===== config.mk =====
export PLATFORM = sky130hd
export DESIGN_NAME = driver_column_shifter
export DESIGN_NICKNAME = d
export VERILOG_FILES = /design/src/rtl/driver_column_shifter.sv
export SDC_FILE = /design/constraint.sdc
export NUM_CORES = 2
export LEC_CHECK = 0
export BUFFER_PORTS_ARGS = -buffer_cell sky130_fd_sc_hd__buf_4
export CORE_MARGIN = 2
export CORE_UTILIZATION = 50
export DETAILED_ROUTE_END_ITERATION = 8
export PLACE_DENSITY_LB_ADDON = 0.2
export SLEW_MARGIN = 5
export SYNTH_ARGS = -nofsm -noshare
export SYNTH_HDL_FRONTEND = slang
export SYNTH_SLANG_ARGS = --single-unit

===== constraint.sdc =====
create_clock -name clk -period 25.4 [get_ports clk]
set_clock_uncertainty 0.1 [all_clocks]
set_input_delay 5.08 -clock clk [delete_from_list [all_inputs] [get_ports clk]]
set_output_delay 5.08 -clock clk [all_outputs]
set_load 0.005 [all_outputs]

===== src/rtl/driver_column_shifter.sv =====
// driver_column_shifter: serializes framebuffer columns onto parallel LED-driver data lines
module driver_column_shifter #(
    parameter int NB_DRIVERS   = 16,
    parameter int MULTIPLEXING = 8,
    parameter int SCLK_DIV     = 2
) (
    input  logic                    clk,
    input  logic                    rst,
    input  logic [24*NB_DRIVERS-1:0] data_in,
    input  logic                    driver_SOF,
    output logic                    EOC,
    output logic                    frame_done,
    output logic                    drv_sclk,
    output logic [NB_DRIVERS-1:0]   drv_sin,
    output logic                    drv_lat
);
    localparam int CW = MULTIPLEXING > 1 ? $clog2(MULTIPLEXING) : 1;
    localparam int DW = $clog2(2 * SCLK_DIV);
    localparam logic [DW-1:0] DIV_LAST = DW'(2 * SCLK_DIV - 1);
    localparam logic [DW-1:0] DIV_HIGH = DW'(SCLK_DIV);
    localparam logic [CW-1:0] COL_LAST = CW'(MULTIPLEXING - 1);

    typedef enum logic [2:0] {IDLE, LOAD, SHIFT, END, GAP} state_t;

    state_t        state, state_n;
    logic [CW-1:0] col;
    logic [5:0]    bit_cnt;
    logic [DW-1:0] div;
    logic          shifting, bit_end, last_col, stay;

    assign shifting = state == SHIFT;
    assign bit_end  = shifting && div == DIV_LAST;
    assign last_col = col == COL_LAST;
    assign stay     = shifting && state_n == SHIFT;

    // next state; driver_SOF restarts the frame from any state
    always_comb begin
        state_n = state;
        case (state)
            IDLE:    state_n = IDLE;
            LOAD:    state_n = SHIFT;
            SHIFT:   state_n = bit_end && bit_cnt == 6'd47 ? END : SHIFT;
            END:     state_n = last_col ? IDLE : GAP;
            GAP:     state_n = LOAD;
            default: state_n = IDLE;
        endcase
        if (driver_SOF) state_n = LOAD;
    end

    // state register
    always_ff @(posedge clk or posedge rst)
        if (rst) state <= IDLE;
        else state <= state_n;

    // column, bit and sclk-divider counters; divider and bit count clear outside SHIFT
    always_ff @(posedge clk or posedge rst)
        if (rst) begin
            col     <= '0;
            bit_cnt <= '0;
            div     <= '0;
        end else begin
            col     <= driver_SOF ? '0 : state == END ? (last_col ? '0 : col + 1'b1) : col;
            div     <= stay ? (bit_end ? '0 : div + 1'b1) : '0;
            bit_cnt <= stay ? (bit_end ? bit_cnt + 6'd1 : bit_cnt) : '0;
        end

    for (genvar d = 0; d < NB_DRIVERS; d++) begin : g_drv
        logic [47:0] sr;
        logic [7:0]  r, g, b;
        assign r = data_in[24*d+16 +: 8];
        assign g = data_in[24*d+8 +: 8];
        assign b = data_in[24*d +: 8];
        // per-driver word {R,R,G,G,B,B}, shifted MSB first at the end of each bit
        always_ff @(posedge clk or posedge rst)
            if (rst) sr <= '0;
            else if (state == LOAD) sr <= {r, r, g, g, b, b};
            else if (bit_end) sr <= {sr[46:0], 1'b0};
        assign drv_sin[d] = shifting & sr[47];
    end

    assign drv_sclk   = shifting && div >= DIV_HIGH;
    assign drv_lat    = shifting && bit_cnt >= (last_col ? 6'd45 : 6'd47);
    assign EOC        = state == END && !driver_SOF;
    assign frame_done = EOC && last_col;
endmodule

== Yosys cells after proc, flatten, opt, wreduce, memory -nomap -nowiden ==
Cells that the tools add are included.

* Bits in latches: 0
* Memories kept: 0
* RAM bits: 0
* Output and inout port bits: 20
* Bits in read-only memories: 0
* Input bits: 387
* Logic and storage cells: 104
* Flip-flop bits (word level): 782

* Multipliers: 0
* $add $sub $neg: 3
* Divide/modulo/power cells: 0
* Reductions and logical operators: 10
* Shifts and indexed selects: 0
* Eq/ne operators: 9
* Bitwise logic cells: 16
* Muxes and demuxes: 44
* $lt $le $gt $ge: 2

{| class="wikitable"
|+ Operators by type and width
! cell !! number
|-
| 48-bit two-way mux || 32
|-
| 1-bit bitwise AND || 16
|-
| 3-bit two-way mux || 5
|-
| 6-bit two-way mux || 2
|-
| 3-bit one-hot mux with 4 select lines || 1
|-
| 3-bit by 2-bit equality test with 1-bit output, second input constant || 3
|-
| 1-bit logical AND || 7
|-
| 6-bit by 1-bit adder with 6-bit output, second input constant || 1
|-
| 3-bit equality test, second input constant || 2
|-
| 6-bit equality test, second input constant || 1
|-
| 6-bit greater-or-equal comparator || 1
|-
| 2-bit two-way mux || 3
|-
| 2-bit nonzero test || 2
|-
| 3-bit by 1-bit adder with 3-bit output, second input constant || 1
|-
| 3-bit by 1-bit equality test with 1-bit output, second input constant || 1
|-
| 2-bit by 1-bit adder with 2-bit output, second input constant || 1
|-
| 2-bit equality test, second input constant || 1
|-
| 2-bit greater-or-equal comparator, second input constant || 1
|-
| 2-bit != test, second input constant || 1
|-
| 1-bit logical NOT || 1
|-
| 1-bit two-way mux || 1
|}

== Logic depth before layout (Yosys ltp) ==
* Depth in word-level cells: 9
* Mapped depth: 10
* Gate-level depth less buffers: 6

== Least setup slack after synthesis ==
No wires, ideal clock.

* Path type: input -> output
* Start point: in driver_SOF
* End point: out frame_done
* Setup slack: 14680 ps
* Stages: 3
* Arrival: 5540 ps
* Path buffers: 1
* Cells stage by stage: clkbuf_1 > nor2_1 > and2_1

* Cells in the longest elaborated chain, start to end: 3

{| class="wikitable"
|+ Ends and longest elaborated chain
! item !! line !! text
|-
| from (decl) || 10 || <nowiki>input logic driver_SOF,</nowiki>
|-
| 1-bit logical NOT || 83 || <nowiki>assign EOC = state == END && !driver_SOF;</nowiki>
|-
| 1-bit logical AND || 83 ||
|-
| named net EOC || 11 || <nowiki>output logic EOC,</nowiki>
|-
| 1-bit logical AND || 84 || <nowiki>assign frame_done = EOC && last_col;</nowiki>
|-
| to (decl) || 12 || <nowiki>output logic frame_done,</nowiki>
|}

The timed path passes the listed nets, and every way through them passes these cells.

== Final worst setup path ==
* Start point: in driver_SOF
* End point: out frame_done

* Cells in the longest elaborated chain, start to end: 3

{| class="wikitable"
|+ Ends and longest elaborated chain
! item !! line
|-
| 1-bit logical NOT || 83
|-
| 1-bit logical AND || 83
|-
| 1-bit logical AND || 84
|}

No other way between the ends.

==> reports/results.tsv <==
stage	metric	value	unit
floorplanning	chip width	266	um
flow_run	Max Cap Violations	0	
route	DRT Wirelength	79.1	mm
worst_setup_path	Req. time, crit path	20220	ps
synth	Syn. warnings	0	
placed_design	# port buffers	406	
synth	ys flop type	dfrtp_1	
synth	Distinct cells, synth	33	
clock_network	CTS tree	done	
worst_setup_path	CP arrival	5740	ps
route	routed via count	26200	
synth	Seq/Total Area, Yosys	0.568	
clock_network	root buf cell	clkbuf_16	
global_routing	vias in the first global route	25300	
sta	Final min period	10920	ps
synth	Commonest cells post-synth	nand2_1, dfrtp_1, a21oi_1, o21ai_0, and2_1	
power_and_ir_drop	PD cells	87.8	nW/um^2
synth	Syn Area/Cell	8.98	um^2
synth	synthesized area	34400	um^2
clock_network	Post-CTS Setup Bufs	0	
synth	largest cells by area after synthesis	dfrtp_1, a21oi_1, nand2_1	
sta	Setup Viol. Count Final	0	
power_and_ir_drop	total leakage power	18.2	nW
hold_path	worst hold path type	flip-flop to flip-flop	
sta	Slew @ Worst Pin	1280	ps
layout	fill count	6104	
global_routing	largest net degree at the start of global routing	271	
floorplanning	# IOs	407	
route	Pre-Repair DR Iteration Count	7	
sta	setup ws final	14480	ps
global_routing	initial antenna violation count	15	
sta	slew margin rel.	0.145	
sta	RSZ-0062 raised after global routing	no	
global_routing	GRT Resource Usage Total	0.223	
power_and_ir_drop	maximum vdd drop	61.7	uV
sta	final hold vios	0	
sta	final slew viol count	0	
synth	most frequent cell after synthesis	nand2_1	
floorplanning	die area	71000	um^2
synth	Synth top area share	0.568	
layout	Layout Nets	4445	
worst_setup_path	worst-path fanout max	8	
synth	number of synthesized register bits	782	
placed_design	gpl congestion	0.763	
sta	final hold slack	370	ps
layout	FF+latch area	19600	um^2
floorplanning	Die H	266	um
route	Remaining DRCs	0	
route	DR WL/cell	15.8	um
synth	Yosys top cell by area	dfrtp_1	
layout	utilization after layout	0.590	
clock_network	post-CTS sizing	0	
route	vias per cell	5.24	
synth	syn_nets	4228	
sta	fin crit share	0.430	
worst_setup_path	startpoint types	primary input	
global_routing	final global-route overflow total	0	
route	antenna viol nets, final	0	
layout	share of cells above drive strength 1	0.139	
floorplanning	starting density of the core	0.504	
clock_network	number of CTS-inserted buffers	83	
clock_network	# clock sinks	782	
placed_design	HPWL after DPL	49.3	mm
worst_setup_path	critical path type	primary input to output port	
clock_network	clock latency on the worst-skew pair	630	ps
synth	Cells after Synth	3835	
clock_network	Hold Buf Count CTS	0	
sta	Max Freq	91.5	MHz
floorplanning	Core Rows	96	
clock_network	CTS clock-pin slew for the worst setup and hold paths	60	ps
global_routing	first-pass GRT wire length	130	mm
worst_setup_path	CP Capture Type	output port	
floorplanning	core area	68300	um^2
synth	post-synthesis async set-or-reset flop share	1.00	
sta	setup TNS	0	ps
layout	area of the multi-input gates	13400	um^2
clock_network	htree depth	3	
run_status	status	finished clean	
synth	Post-synth EDFFs	0	
route	Initial DRC Count	2118	
placed_design	Place WS	14440	ps
layout	Layout Area Growth over Synthesis	17.0	%
clock_network	Bufs on Longest Clock Path	3	
-- worst paths after layout --
check / slack [ps] / startpoint / cells past startpoint / endpoint
hold / removal: 370 / div[0] / 1 / div[0]
setup / recovery: 14480 / driver_SOF / 4 / frame_done
min in group asynchronous: 4280 / rst / 2 / g_drv[15].sr[43]
setup reg to reg: 20650 / div[0] / 7 / g_drv[13].sr[40]
max in group asynchronous: 17980 / rst / 5 / g_drv[5].sr[2]
hold reg to reg: 370 / div[0] / 1 / div[0]
-- where the power goes --
| group | internal [mW] | total [mW] | switching, mW |
|---|---|---|---|
| Sequential | 1.54 | 1.69 | 0.157 |
| Clock | 0.773 | 1.28 | 0.504 |
| Combinational | 0.238 | 0.569 | 0.332 |
| Total | 2.55 | 3.54 | 0.993 |
-- cell usage in the layout (no fill, tap or decap), types with 2 or more instances in the layout --
cell,instances
a21oi_1,739
a31oi_1,17
and2_1,386
buf_12,7
buf_4,425
bufinv_16,11
clkbuf_1,18
clkbuf_16,85
clkbuf_8,15
clkinv_2,15
clkinv_8,2
clkinvlp_4,3
dfrtp_1,782
diode_2,6
ha_1,6
inv_6,2
mux2i_1,3
nand2_1,805
nand2b_1,4
nand3b_1,2
nand4_1,2
nor2_1,29
nor3_1,5
o21ai_0,388
o21ai_1,349
xor2_1,2
-- area by class of cell --
class,count,share of cell area
Clock inverter,33,0.0122
Clock buffer,118,0.0596
Sequential cell,782,0.486
Timing Repair Buffer,432,0.0826
Multi-Input combinational cell,2751,0.332
Tap cell,882,0.0274
Inverter,2,0.000279
Antenna cell,6,0.000373
-- critical path, cell delays in order --
cell,delay [ps]
buf_4,140
nor2_1,250
and2_1,170
buf_4,100
-- flip-flops by register name (all words and copies together), names as in the netlist --
signal    cells
g_drv.sr    768
col           3
bit_cnt       6
div           2
state         3
-- per-stage QoR --
step / cell area (um^2) / instances / power (mW)
CTS: 40300 / 5000 / 3.58
finish: 40300 / 5006 / 3.54
detailed placement: 37400 / 4849 / 2.29
floorplan: 34400 / 3835 / 2.13
global placement: 37400 / 4849 / 2.26
global route: 40300 / 5005 / 3.76
-- layer usage --
metal  share of wire  wire length, um  global-route usage  vias up
li1                -                -                   -    13400
met1            0.45            35500               0.307    12300
met4           0.027             2160              0.0691       20
met5          0.0016              126                   0        -
met3           0.053             4190              0.0510      135
met2            0.47            37100               0.354      431
-- cells by family (layout without fill, tap and decap cells) --
kind of cell	Yosys count	in the layout	synth area share
XOR/XNOR	3	3	0.000763
adder cells (fa/ha/maj)	6	6	0.00218
multiplexers	3	3	0.000872
flip-flops	782	782	0.568
other	0	6	0
buffers and inverters	302	585	0.0441
AO/OA/AOI/OAI	1501	1501	0.219
AND/OR/NAND/NOR	1238	1238	0.165
No activity file was read; power rests on OpenSTA's default activity.
